### config.mk
export PLATFORM = sky130hd
export DESIGN_NAME = stopwatch_timer_dp
export DESIGN_NICKNAME = d
export VERILOG_FILES = /design/src/rtl/stopwatch_timer_dp.sv
export SDC_FILE = /design/constraint.sdc
export NUM_CORES = 1
export LEC_CHECK = 0
export ABC_AREA = 1
export ABC_CLOCK_PERIOD_IN_PS = 2300
export BUFFER_PORTS_ARGS = -buffer_cell sky130_fd_sc_hd__buf_2
export CAP_MARGIN = 20
export CORE_MARGIN = 3
export CORE_UTILIZATION = 57
export DETAILED_ROUTE_END_ITERATION = 8
export MAX_ROUTING_LAYER = met4
export PLACE_DENSITY = 0.81
export SLEW_MARGIN = 30
export SYNTH_ARGS = -nofsm -noshare
export SYNTH_HDL_FRONTEND = slang
export SYNTH_SLANG_ARGS = --single-unit
### constraint.sdc
create_clock -name clk -period 2.3 [get_ports clk]
set_input_delay 0.46 -clock clk [delete_from_list [all_inputs] [get_ports clk]]
set_output_delay 0.46 -clock clk [all_outputs]
set_load 0.03 [all_outputs]
### src/rtl/stopwatch_timer_dp.sv
// stopwatch_timer_dp: up-counting stopwatch / down-counting timer datapath with preset load, lap capture and terminal pulses
module stopwatch_timer_dp #(
    parameter int CLK_HZ = 100_000_000,
    parameter int TICK_HZ = 100,
    parameter int HOUR_MAX = 24,
    localparam int DIV = CLK_HZ / TICK_HZ,
    localparam int MS_W = $clog2(TICK_HZ),
    localparam int HR_W = $clog2(HOUR_MAX)
) (
    input  logic            clk,
    input  logic            reset_n,
    input  logic            run_stop,
    input  logic            clear,
    input  logic            mode,
    input  logic            load,
    input  logic [MS_W-1:0] ld_msec,
    input  logic [5:0]      ld_sec,
    input  logic [5:0]      ld_min,
    input  logic [HR_W-1:0] ld_hour,
    input  logic            lap,
    output logic [MS_W-1:0] msec,
    output logic [5:0]      sec,
    output logic [5:0]      min,
    output logic [HR_W-1:0] hour,
    output logic [MS_W-1:0] lap_msec,
    output logic [5:0]      lap_sec,
    output logic [5:0]      lap_min,
    output logic [HR_W-1:0] lap_hour,
    output logic            lap_valid,
    output logic            rollover,
    output logic            done
);
    localparam int PS_W = DIV > 1 ? $clog2(DIV) : 1;
    localparam logic [PS_W-1:0] PS_TOP = PS_W'(DIV - 1);
    localparam logic [MS_W-1:0] MS_TOP = MS_W'(TICK_HZ - 1);
    localparam logic [5:0]      SX_TOP = 6'd59;
    localparam logic [HR_W-1:0] HR_TOP = HR_W'(HOUR_MAX - 1);

    logic [PS_W-1:0] ps;
    logic            tick_en;
    logic            ms_c, sec_c, min_c, hr_c, ms_z, sec_z, min_z, hr_z;
    logic            at_max, at_zero, dn_zero;
    logic [MS_W-1:0] ms_up, ms_dn;
    logic [5:0]      sec_up, sec_dn, min_up, min_dn;
    logic [HR_W-1:0] hr_up, hr_dn;

    assign tick_en = run_stop && ps == PS_TOP;
    assign ms_c    = msec == MS_TOP;
    assign sec_c   = sec == SX_TOP;
    assign min_c   = min == SX_TOP;
    assign hr_c    = hour == HR_TOP;
    assign ms_z    = msec == '0;
    assign sec_z   = sec == '0;
    assign min_z   = min == '0;
    assign hr_z    = hour == '0;
    assign at_max  = ms_c && sec_c && min_c && hr_c;
    assign at_zero = ms_z && sec_z && min_z && hr_z;

    // every field's successor is formed in parallel so all digits change on one edge
    assign ms_up  = ms_c ? '0 : msec + 1'b1;
    assign sec_up = !ms_c ? sec : sec_c ? '0 : sec + 1'b1;
    assign min_up = !(ms_c && sec_c) ? min : min_c ? '0 : min + 1'b1;
    assign hr_up  = !(ms_c && sec_c && min_c) ? hour : hr_c ? '0 : hour + 1'b1;
    assign ms_dn  = ms_z ? MS_TOP : msec - 1'b1;
    assign sec_dn = !ms_z ? sec : sec_z ? SX_TOP : sec - 1'b1;
    assign min_dn = !(ms_z && sec_z) ? min : min_z ? SX_TOP : min - 1'b1;
    assign hr_dn  = !(ms_z && sec_z && min_z) ? hour : hr_z ? HR_TOP : hour - 1'b1;
    assign dn_zero = {ms_dn, sec_dn, min_dn, hr_dn} == '0;

    // prescaler: runs only while enabled so a pause keeps its phase
    always_ff @(posedge clk or negedge reset_n) begin
        if (!reset_n)
            ps <= '0;
        else if (clear || load || tick_en)
            ps <= '0;
        else if (run_stop)
            ps <= ps + 1'b1;
    end

    // time fields and terminal pulses: clear beats load beats tick; a zero timer ignores ticks
    always_ff @(posedge clk or negedge reset_n) begin
        if (!reset_n) begin
            {msec, sec, min, hour} <= '0;
            rollover <= 1'b0;
            done <= 1'b0;
        end else begin
            rollover <= 1'b0;
            done <= 1'b0;
            if (clear) begin
                {msec, sec, min, hour} <= '0;
            end else if (load) begin
                msec <= ld_msec > MS_TOP ? MS_TOP : ld_msec;
                sec <= ld_sec > SX_TOP ? SX_TOP : ld_sec;
                min <= ld_min > SX_TOP ? SX_TOP : ld_min;
                hour <= ld_hour > HR_TOP ? HR_TOP : ld_hour;
            end else if (tick_en && !mode) begin
                {msec, sec, min, hour} <= {ms_up, sec_up, min_up, hr_up};
                rollover <= at_max;
            end else if (tick_en && !at_zero) begin
                {msec, sec, min, hour} <= {ms_dn, sec_dn, min_dn, hr_dn};
                done <= dn_zero;
            end
        end
    end

    // lap capture takes the pre-edge time; clear overrides a coincident lap
    always_ff @(posedge clk or negedge reset_n) begin
        if (!reset_n) begin
            {lap_msec, lap_sec, lap_min, lap_hour} <= '0;
            lap_valid <= 1'b0;
        end else if (clear) begin
            {lap_msec, lap_sec, lap_min, lap_hour} <= '0;
            lap_valid <= 1'b0;
        end else if (lap) begin
            {lap_msec, lap_sec, lap_min, lap_hour} <= {msec, sec, min, hour};
            lap_valid <= 1'b1;
        end
    end
endmodule

==> impl_metrics.yaml <==
timing:
  setup_viol: 0
  worst_pin_slew_ps: 763
  finalSetupTns_ps: 0
  final-hold-violation-count: 0
  slew_headroom_pct: 49.1
  fin_hold_ws_ps: 114
  rsz0062_at_grt: "false"
  max_freq_mhz: 471
  min_period_ps: 2120
  fin_crit_sh_pct: 92.3
  clock_skew_ps: 12.8
  final_max_slew_viol_count: 0
placed_design:
  place_congestion: 0.983
  place.detailed.hpwl_mm: 11.0
  place_inst: 922
  io_buffers: 81
yosys:
  synth_area_leaders: "dfrtp_1, nand2_1, nand3_1, nor2_1, o21ai_0"
  synth_largest_area_cell: "dfrtp_1"
  syn-cell-area_um2: 4990
  synth_edf_count: 0
  ys_top_cells_by_count: "nand2_1, nand3_1, nor2_1, inv_1, dfrtp_1"
  synth_warnings: 0
  postSynthCellCount: 740
  async_reset_ff_share_pct: 100
  synth.distinct_cells: 38
  ys_ff_latch: 71
  dominantRegCellSynth: "dfrtp_1"
  syn_avg_cell_area_um2: 6.75
  yosysMostFrequentCell: "nand2_1"
  synth_top_area_share_pct: 35.6
  synth_nets: 780
  synth-seq-area-share_pct: 35.6
worst_setup_path:
  worstReg2RegEnd: "hour[3]"
  crit_top_cell: "nand2_1"
  r2r-start: "msec[1]"
  crit_type: "reg2reg"
  worstPathMaxFanout: 14
  rrSetupSlack_ps: 180
  crit_chain: "inv_1 > ha_2 > nand2_4 > nor2_8 > nand3_4 > buf_4 > nand2_1 > inv_1 > nor2_1 > nand2_1 > nand3_1 > nand2_1 > nand2_1 > nand2_1"
  crit_arrival_ps: 2360
  crit_path_start_kind: "flip-flop"
  cp.required_ps: 2540
  slowest_stage: "dfrtp_1"
  rr_worst_depth: 14
  cp-end-kind: "flip-flop"
  cpPeakStageDelay_ps: 430
job:
  cap_violations: 0
global_route:
  antenna_found_initial: 0
  grt_max_degree: 72
  grt_pass1_wl_mm: 24.3
  grt_pass1_vias: 4922
  overflow: 0
  grt_use_total_pct: 31.4
detailed_routing:
  wl_mm: 14.8
  drc: 0
  num_vias: 5306
  wl_per_cell_um: 15.8
  first_pass_iters: 5
  ant_nets: 0
  drtIter0Drc: 352
  avgViaCountPerCell: 5.66
clocking:
  cts.htree.levels: 3
  clock_sinks: 71
  cts_tree: "yes"
  cts_setup_buffers: 0
  clk_pin_slew_ps: 90
  cts-root-buf: "clkbuf_8"
  clock_latency_ps: 350
  postCtsHoldBufs: 0
  cts_resized: 0
  cts_max_path_buffers: 2
  numCtsBuffers: 9
floorplanning:
  row_count: 33
  die_x_um: 99.6
  core-area_um2: 8340
  start_util_pct: 59.9
  die_h_um: 99.6
  dieArea_um2: 9920
  io_pins: 82
cells_and_area:
  diodes: 0
  fin_nets: 868
  final_util_pct: 69.6
  layout-drive-gt1-share_pct: 18.3
  syn_to_final_growth_pct: 16.3
  stdcell_count: 937
pwr:
  vdd_drop_max_mv: 0.378
  p_leak_nw: 3.03
  pwr_density_cell_nw_per_um2: 620
worst_hold_path:
  hp-class: "in2async"
status:
  status: "finished clean"
## report_power, final
part	switching [mW]	internal, mW	leakage, nW	total, mW
Combinational	0.709	0.330	1.97	1.04
Clock	0.529	0.615	0.106	1.14
Sequential	0.101	1.32	0.958	1.42
Total	1.34	2.26	3.03	3.60
## cells in the final DEF (no fill, tap or decap), types with 2 or more instances in the layout
master | netlist | final
ha_1 | 9 | 8
o21ai_1 | 12 | 13
clkinv_1 | 2 | 2
or2_2 | 2 | 2
nor2_4 | 5 | 5
dfrtp_1 | 71 | 71
nand3_1 | 90 | 90
inv_6 | 0 | 2
nand4_1 | 12 | 12
o21ai_0 | 62 | 61
nor3_2 | 3 | 3
inv_1 | 75 | 75
nor3_1 | 11 | 11
o21a_1 | 2 | 2
xnor2_1 | 4 | 4
xor2_1 | 10 | 10
nand2_1 | 190 | 190
buf_12 | 0 | 2
nor2_1 | 85 | 85
bufinv_16 | 0 | 2
a21oi_1 | 34 | 34
buf_2 | 8 | 81
nor2_2 | 4 | 4
nor2_8 | 2 | 2
nor4_1 | 3 | 3
inv_2 | 3 | 3
o211ai_1 | 4 | 4
clkbuf_8 | 0 | 9
a31oi_1 | 2 | 2
nand2_4 | 3 | 4
o21ai_2 | 3 | 3
nand2_2 | 4 | 3
buf_4 | 1 | 21
## layer usage
layer | wire length, um | vias up | GRT usage [%]
met5 | 0 | - | -
met4 | 315 | 0 | 9.35
met3 | 1160 | 24 | 4.35
met2 | 6790 | 245 | 48.3
met1 | 6580 | 2447 | 43.4
li1 | - | 2590 | -
## worst max-delay path, delay by kind of cell, from the launching register on
family / cells / cell delay (ps)
adders and majority gates: 1 / 250
and+or+nand+nor: 10 / 960
DFF: 1 / 430
buffers and inverters: 3 / 350
## per-stage QoR
| stage | instance area (um2) | power (mW) | setup slack [ps] |
|---|---|---|---|
| 2_1_floorplan | 4990 | 2.14 | 312 |
| 5_1_grt | 5810 | 3.78 | 19.8 |
| 4_1_cts | 5800 | 3.60 | 83.6 |
| 3_3_place_gp | 5580 | 2.45 | 133 |
| 6_report | 5810 | 3.60 | 176 |
| 3_5_place_dp | 5580 | 2.46 | 103 |
## registers in the layout (all words and copies together), names as in the netlist
register / flops
lap_min: 6
done: 1
lap_sec: 6
lap_valid: 1
lap_msec: 7
sec: 6
lap_hour: 5
ps: 20
hour: 5
msec: 7
rollover: 1
min: 6
## worst max-delay path by stage
| stage | startpoint | slack [ps] | endpoint |
|---|---|---|---|
| finish | msec[1] | 180 | hour[3] |
| global route | sec[0] | 20 | done |
| CTS | msec[1] | 80 | min[1] |
| detailed placement | msec[1] | 100 | min[1] |
| global placement | msec[1] | 130 | min[1] |
| floorplan | msec[0] | 310 | min[3] |
## cells by family (layout without fill, tap and decap cells)
logic type	count (synthesis)	count (layout)	share of synthesized area, %
and+or+nand+nor	418	418	37.9
xor gates and xnor gates	14	14	2.46
AOI/OAI and AO/OA	121	121	12.8
buffers and inverters	107	199	8.92
DFF	71	71	35.6
adders and majority gates	9	9	2.26
## layout make-up
cell class,count,area (um2)
inverter,80,300
tap,105,131
clock inverter,6,93.8
sequential,71,1780
clock buffer,9,124
fill,758,2530
timing repair buffer,104,603
multi-input combinational,562,2780
(Power assumes the default switching activity.)
